## config.mk

```make
export PLATFORM = sky130hd
export DESIGN_NAME = bridge_rx
export DESIGN_NICKNAME = d
export VERILOG_FILES = /design/src/rtl/bridge_pkg.sv /design/src/rtl/ascii_hex_decode.sv /design/src/rtl/bridge_rx.sv
export SDC_FILE = /design/constraint.sdc
export NUM_CORES = 1
export LEC_CHECK = 0
export BUFFER_PORTS_ARGS = -buffer_cell sky130_fd_sc_hd__buf_2
export CAP_MARGIN = 15
export CORE_ASPECT_RATIO = 1.4
export CORE_UTILIZATION = 45
export CTS_CLUSTER_DIAMETER = 100
export DETAILED_ROUTE_END_ITERATION = 7
export MAX_ROUTING_LAYER = met4
export PLACE_DENSITY = 0.65
export SLEW_MARGIN = 15
export SYNTH_ARGS = -nofsm -noshare
export SYNTH_HDL_FRONTEND = slang
export SYNTH_SLANG_ARGS = --single-unit
```

## constraint.sdc

```tcl
create_clock -name clk -period 4.36 [get_ports clk]
set_input_delay 0.654 -clock clk [delete_from_list [all_inputs] [get_ports clk]]
set_output_delay 0.654 -clock clk [all_outputs]
set_load 0.01 [all_outputs]
```

## src/rtl/bridge_pkg.sv

```systemverilog
// Shared constants and FSM state encoding for the UART command bridge.
package bridge_pkg;

  localparam logic [7:0] PREAMBLE = 8'h4D;
  localparam logic [7:0] CR       = 8'h0D;
  localparam logic [7:0] LF       = 8'h0A;

  // State names carry a prefix so ST_LF does not collide with the LF byte constant.
  typedef enum logic [2:0] {
    ST_IDLE,
    ST_ADDR,
    ST_SEP,
    ST_DATA,
    ST_CRW,
    ST_LF
  } state_t;

endpackage

```

## src/rtl/ascii_hex_decode.sv

```systemverilog
// Combinational ASCII hex digit decoder: byte -> nibble plus valid flag.
// BRIDGE_RX_LOWERCASE_EN adds 'a'-'f' to the accepted digit set.
module ascii_hex_decode (
  input  logic [7:0] code,
  output logic [3:0] nibble,
  output logic       valid
);

  always_comb begin
    nibble = 4'h0;
    valid  = 1'b0;
    if (code >= 8'h30 && code <= 8'h39) begin
      nibble = code[3:0];
      valid  = 1'b1;
    end else if (code >= 8'h41 && code <= 8'h46) begin
      // 'A' is 0x41, so the low nibble plus 9 yields 10..15
      nibble = code[3:0] + 4'd9;
      valid  = 1'b1;
    end
`ifdef BRIDGE_RX_LOWERCASE_EN
    else if (code >= 8'h61 && code <= 8'h66) begin
      nibble = code[3:0] + 4'd9;
      valid  = 1'b1;
    end
`endif
  end

endmodule

```

## src/rtl/bridge_rx.sv

```systemverilog
// Host-to-FPGA frame parser: 'M' + hex address [+ hex data] + CR LF -> one bus request.
// Optional lowercase hex support via BRIDGE_RX_LOWERCASE_EN (in ascii_hex_decode).
module bridge_rx
  import bridge_pkg::*;
#(
  parameter int ADDR_WIDTH = 16,
  parameter int DATA_WIDTH = 16
) (
  input  logic                  clk,
  input  logic                  rst,
  input  logic [7:0]            axiid,
  input  logic                  axiiv,
  output logic [ADDR_WIDTH-1:0] req_addr,
  output logic [DATA_WIDTH-1:0] req_data,
  output logic                  req_rw,
  output logic                  req_valid
);

  // Handshake: axiiv qualifies axiid for one cycle with no backpressure; req_valid is a
  // one-cycle strobe with no ready, and req_addr/req_data/req_rw hold until the next strobe.

  localparam int ADDR_DIGITS = ADDR_WIDTH / 4;
  localparam int DATA_DIGITS = DATA_WIDTH / 4;
  localparam int MAX_DIGITS  = (ADDR_DIGITS > DATA_DIGITS) ? ADDR_DIGITS : DATA_DIGITS;
  localparam int CNT_W       = $clog2(MAX_DIGITS + 1);
  localparam logic [CNT_W-1:0] LAST_A = CNT_W'(ADDR_DIGITS - 1);
  localparam logic [CNT_W-1:0] LAST_D = CNT_W'(DATA_DIGITS - 1);

  state_t                state, state_n;
  logic [CNT_W-1:0]      cnt;
  logic [ADDR_WIDTH-1:0] addr_buf;
  logic [DATA_WIDTH-1:0] data_buf;
  logic                  rw_buf;

  logic [3:0] nibble;
  logic       hex_ok;
  logic       clr_buf, cap_addr, cap_data, load_rw, rw_val, issue;

  ascii_hex_decode u_dec (
    .code   (axiid),
    .nibble (nibble),
    .valid  (hex_ok)
  );

  always_ff @(posedge clk) begin
    if (rst) state <= ST_IDLE;
    else     state <= state_n;
  end

  always_comb begin
    state_n  = state;
    clr_buf  = 1'b0;
    cap_addr = 1'b0;
    cap_data = 1'b0;
    load_rw  = 1'b0;
    rw_val   = 1'b0;
    if (axiiv) begin
      // A preamble anywhere restarts the frame, so it is checked ahead of the state.
      if (axiid == PREAMBLE) begin
        state_n = ST_ADDR;
        clr_buf = 1'b1;
      end else begin
        case (state)
          ST_IDLE: state_n = ST_IDLE;
          ST_ADDR: begin
            if (hex_ok) begin
              cap_addr = 1'b1;
              if (cnt == LAST_A) state_n = ST_SEP;
            end else begin
              state_n = ST_IDLE;
            end
          end
          ST_SEP: begin
            if (axiid == CR) begin
              load_rw = 1'b1;
              rw_val  = 1'b0;
              state_n = ST_LF;
            end else if (hex_ok) begin
              cap_data = 1'b1;
              state_n  = (cnt == LAST_D) ? ST_CRW : ST_DATA;
            end else begin
              state_n = ST_IDLE;
            end
          end
          ST_DATA: begin
            if (hex_ok) begin
              cap_data = 1'b1;
              if (cnt == LAST_D) state_n = ST_CRW;
            end else begin
              state_n = ST_IDLE;
            end
          end
          ST_CRW: begin
            if (axiid == CR) begin
              load_rw = 1'b1;
              rw_val  = 1'b1;
              state_n = ST_LF;
            end else begin
              state_n = ST_IDLE;
            end
          end
          ST_LF:   state_n = ST_IDLE;
          default: state_n = ST_IDLE;
        endcase
      end
    end
  end

  always_comb begin
    issue = axiiv && (state == ST_LF) && (axiid == LF);
  end

  always_ff @(posedge clk) begin
    if (rst) begin
      cnt       <= '0;
      addr_buf  <= '0;
      data_buf  <= '0;
      rw_buf    <= 1'b0;
      req_addr  <= '0;
      req_data  <= '0;
      req_rw    <= 1'b0;
      req_valid <= 1'b0;
    end else begin
      req_valid <= issue;
      if (clr_buf) begin
        cnt      <= '0;
        addr_buf <= '0;
        data_buf <= '0;
      end
      if (cap_addr) begin
        addr_buf <= {addr_buf[ADDR_WIDTH-5:0], nibble};
        cnt      <= (cnt == LAST_A) ? '0 : cnt + CNT_W'(1);
      end
      if (cap_data) begin
        data_buf <= {data_buf[DATA_WIDTH-5:0], nibble};
        cnt      <= (cnt == LAST_D) ? '0 : cnt + CNT_W'(1);
      end
      if (load_rw) rw_buf <= rw_val;
      if (issue) begin
        req_addr <= addr_buf;
        req_data <= rw_buf ? data_buf : '0;
        req_rw   <= rw_buf;
      end
    end
  end

endmodule
```

==> results by group <==
Synthesis
  – Post-Syn Area: 3060 um2
  – Syn nets: 390
  – Synth cell types: 39
  – Register area share after synthesis: 0.478
  – Syn. warnings: 0
  – Cells after Synth: 374
  – Ys async rst share: 0
  – Post-synth EDFFs: 0
  – Number of synthesized register bits: 73
  – Top_reg_cell synth: dfxtp_1
  – Syn Area/Cell: 8.18 um2

Timing
  – Relative slew slack: 0.265
  – Final hold violation count: 0
  – Final setup vio count: 0
  – Slew Limit Fails: 0
  – Crit share post-route: 0.546
  – Final worst slack: 1.98 ns
  – Sum Neg Setup Slack: 0 ns
  – Crit path time final: 2.38 ns
  – Worst Tran Pin Value: 1.10 ns
  – RSZ-0062 raised after global routing: false
  – Peak Freq: 0.420 GHz
  – Worst Skew: 0.00784 ns
  – Hold Slack: 0.449 ns

Placed design
  – Detailed placer's ending HPWL: 4010 um
  – Port bufs: 44
  – Routability Congestion: 0.845
  – Post-place setup slack: 1.48 ns

Clock network
  – H-tree Lvls: 3
  – # hold bufs at CTS: 0
  – Clock Latency Late Sink: 0.35 ns
  – CTS tree: done
  – CTS resizes: 0
  – Setup repair bufs after CTS: 0
  – Root Driver: clkbuf_8
  – Reg clk slew, reported paths: 0.08 ns
  – Clock sink count: 73
  – CTS Buf Count: 9
  – CTS max path bufs: 2

Global route
  – Pin count of the biggest net entering global routing: 71
  – Initial antenna violation count: 0
  – GRT Overall Usage: 0.194
  – Number of global-route vias before repair: 2409
  – Gr ovfl total: 0
  – First-pass GRT wire length: 10500 um

Critical path
  – CP max stage delay: 1.02 ns
  – CP top delay family: simple AND/OR/NAND/NOR gates
  – Crit path buffers/inverters: 1
  – Critical path depth: 6
  – CP Data Required Time: 4.54 ns
  – R2R depth: 5
  – Worst setup SP type: primary input
  – CP max FO: 34
  – CP Class: in2reg
  – CP Cell Sequence: buf_2, nor3_1, nand2_1, or4_2, nand2_1, a21oi_1
  – Crit end category: register
  – CP dominant cell by count: nand2_1
  – Critical path arrival: 2.57 ns
  – Worst path slowest cell: or4_2

Finish
  – Filler instances: 652
  – Most frequent cells in the layout: 73 x dfxtp_1, 62 x nand2_1, 50 x nand3_1
  – Final #Nets: 419
  – Layout cells sized above 1: 0.176
  – Post-layout util: 0.537
  – Diodes inserted: 0
  – Commonest non-fill, non-tap cell in the layout: dfxtp_1
  – Area occupied by multi-input gates: 1490 um2
  – Sequential standard cell area: 1460 um2
  – Area grow syn2layout: 15.4%

Power
  – Switching share of total power: 0.218
  – Static leakage: 0.00129 uW
  – Clk pwr share: 0.451
  – Worst vdd ir: 0.000209 V
  – Reg power frac: 0.513
  – Gate power share: 0.037
  – Total power: 1310 uW
  – Int Pwr: 1020 uW
  – P per Cell Area: 370 nW/um2
  – Switching Power: 284 uW

Routing
  – Met3 wire length: 200 um
  – Met2 WL: 2930 um
  – DR vias/cell: 5.40
  – Pre-Repair DR Iteration Count: 4
  – Wire per inst: 12.8 um
  – Drt total wl: 6160 um
  – Total number of vias: 2601
  – M1 WL: 2870 um
  – DRC viols: 0
  – Initial drt markers: 183
  – Post-route ant nets: 0
  – Highest Signal Layer: met4

Floorplanning
  – Initial Utilization: 0.466
  – Die Ht: 99.6 um
  – Die Footprint: 7140 um2
  – Core area: 6570 um2
  – Ports: 45
  – Die width: 71.7 um
  – FP Rows: 35

Worst hold path
  – Worst Hold Class: reg2reg
  – Hold depth: 2

Run
  – Max cap viols: 0

Outcome
  – Outcome: finished, final reports clean
[worst register-to-register path, stage by stage, from the launching register on]
cell and delay, ns:
dfxtp_1 0.46, nor2b_1 0.32, nand2b_1 0.16, or4_2 0.98, nand2_1 0.20, a21oi_1 0.07
[metal layers]
metal | vias to the layer above | track usage
met4 | 0 | 0.104
met3 | 15 | 0.0456
met2 | 43 | 0.319
li1 | 1344 | -
met1 | 1199 | 0.214
met5 | - | -
[per-stage QoR]
| stage | cells | area (um2) |
|---|---|---|
| CTS | 482 | 3530 |
| global route | 482 | 3530 |
| floorplan | 374 | 3060 |
| global placement | 466 | 3310 |
| detailed placement | 466 | 3310 |
| finish | 482 | 3530 |
[cells in the mapped netlist, types with 2 or more instances]
cell / number / share of area
nor3_1: 2 / 0.0033
o21ai_0: 4 / 0.0065
o21bai_1: 2 / 0.0049
nor2_1: 6 / 0.0074
nand2b_1: 26 / 0.053
nor2b_1: 3 / 0.0061
ha_1: 5 / 0.020
and3_1: 2 / 0.0041
or4_1: 4 / 0.0098
or2_1: 2 / 0.0041
nor3b_1: 2 / 0.0049
clkbuf_1: 30 / 0.037
o21ai_1: 32 / 0.052
nand2_1: 62 / 0.076
inv_1: 3 / 0.0037
dfxtp_1: 73 / 0.48
nand3_1: 50 / 0.082
mux2i_1: 4 / 0.013
or3_1: 2 / 0.0041
a21oi_1: 40 / 0.065
nor4_1: 2 / 0.0041
[registers in the layout, summed over array words and instances, names as in the netlist]
| name | count |
|---|---|
| data_buf | 16 |
| req_addr | 16 |
| addr_buf | 16 |
| rw_buf | 1 |
| state | 3 |
| req_valid | 1 |
| cnt | 3 |
| req_data | 16 |
| req_rw | 1 |
[cells by family (layout without fill, tap and decap cells)]
group                      count (synthesis)  after routing  synth area share
AOI/OAI and AO/OA                         89             89             0.162
and+or+nand+nor                          169            169             0.284
adders and majority gates                  5              5            0.0204
xor gates and xnor gates                   1              1           0.00286
buffers and inverters                     33             67            0.0405
DFF                                       73             73             0.478
muxes                                      4              4            0.0131
[final timing paths]
path,from,endpoint,slack (ns)
setup / recovery,axiid[5],req_data[4],1.98
hold / removal,req_data[14],req_data[14],0.45
setup reg to reg,state[0],req_data[4],2.01
hold reg to reg,req_data[14],req_data[14],0.45
[layout make-up]
type	instances	area share
multi-input cells	268	0.423
well taps	74	0.0262
flip-flops and latches	73	0.414
clock buffers	11	0.0401
inverters	3	0.00319
clock inverters	5	0.0223
repair buffers	48	0.0709
[power groups by stage]
stage,Clock (uW),Sequential [uW],Combinational [uW]
floorplan,0,683,34.2
finish,588,669,47.7
detailed placement,0,685,47.9
global placement,0,685,47.5
global route,628,669,52.6
CTS,596,669,48.0
Power figures use the tool's default switching activity.
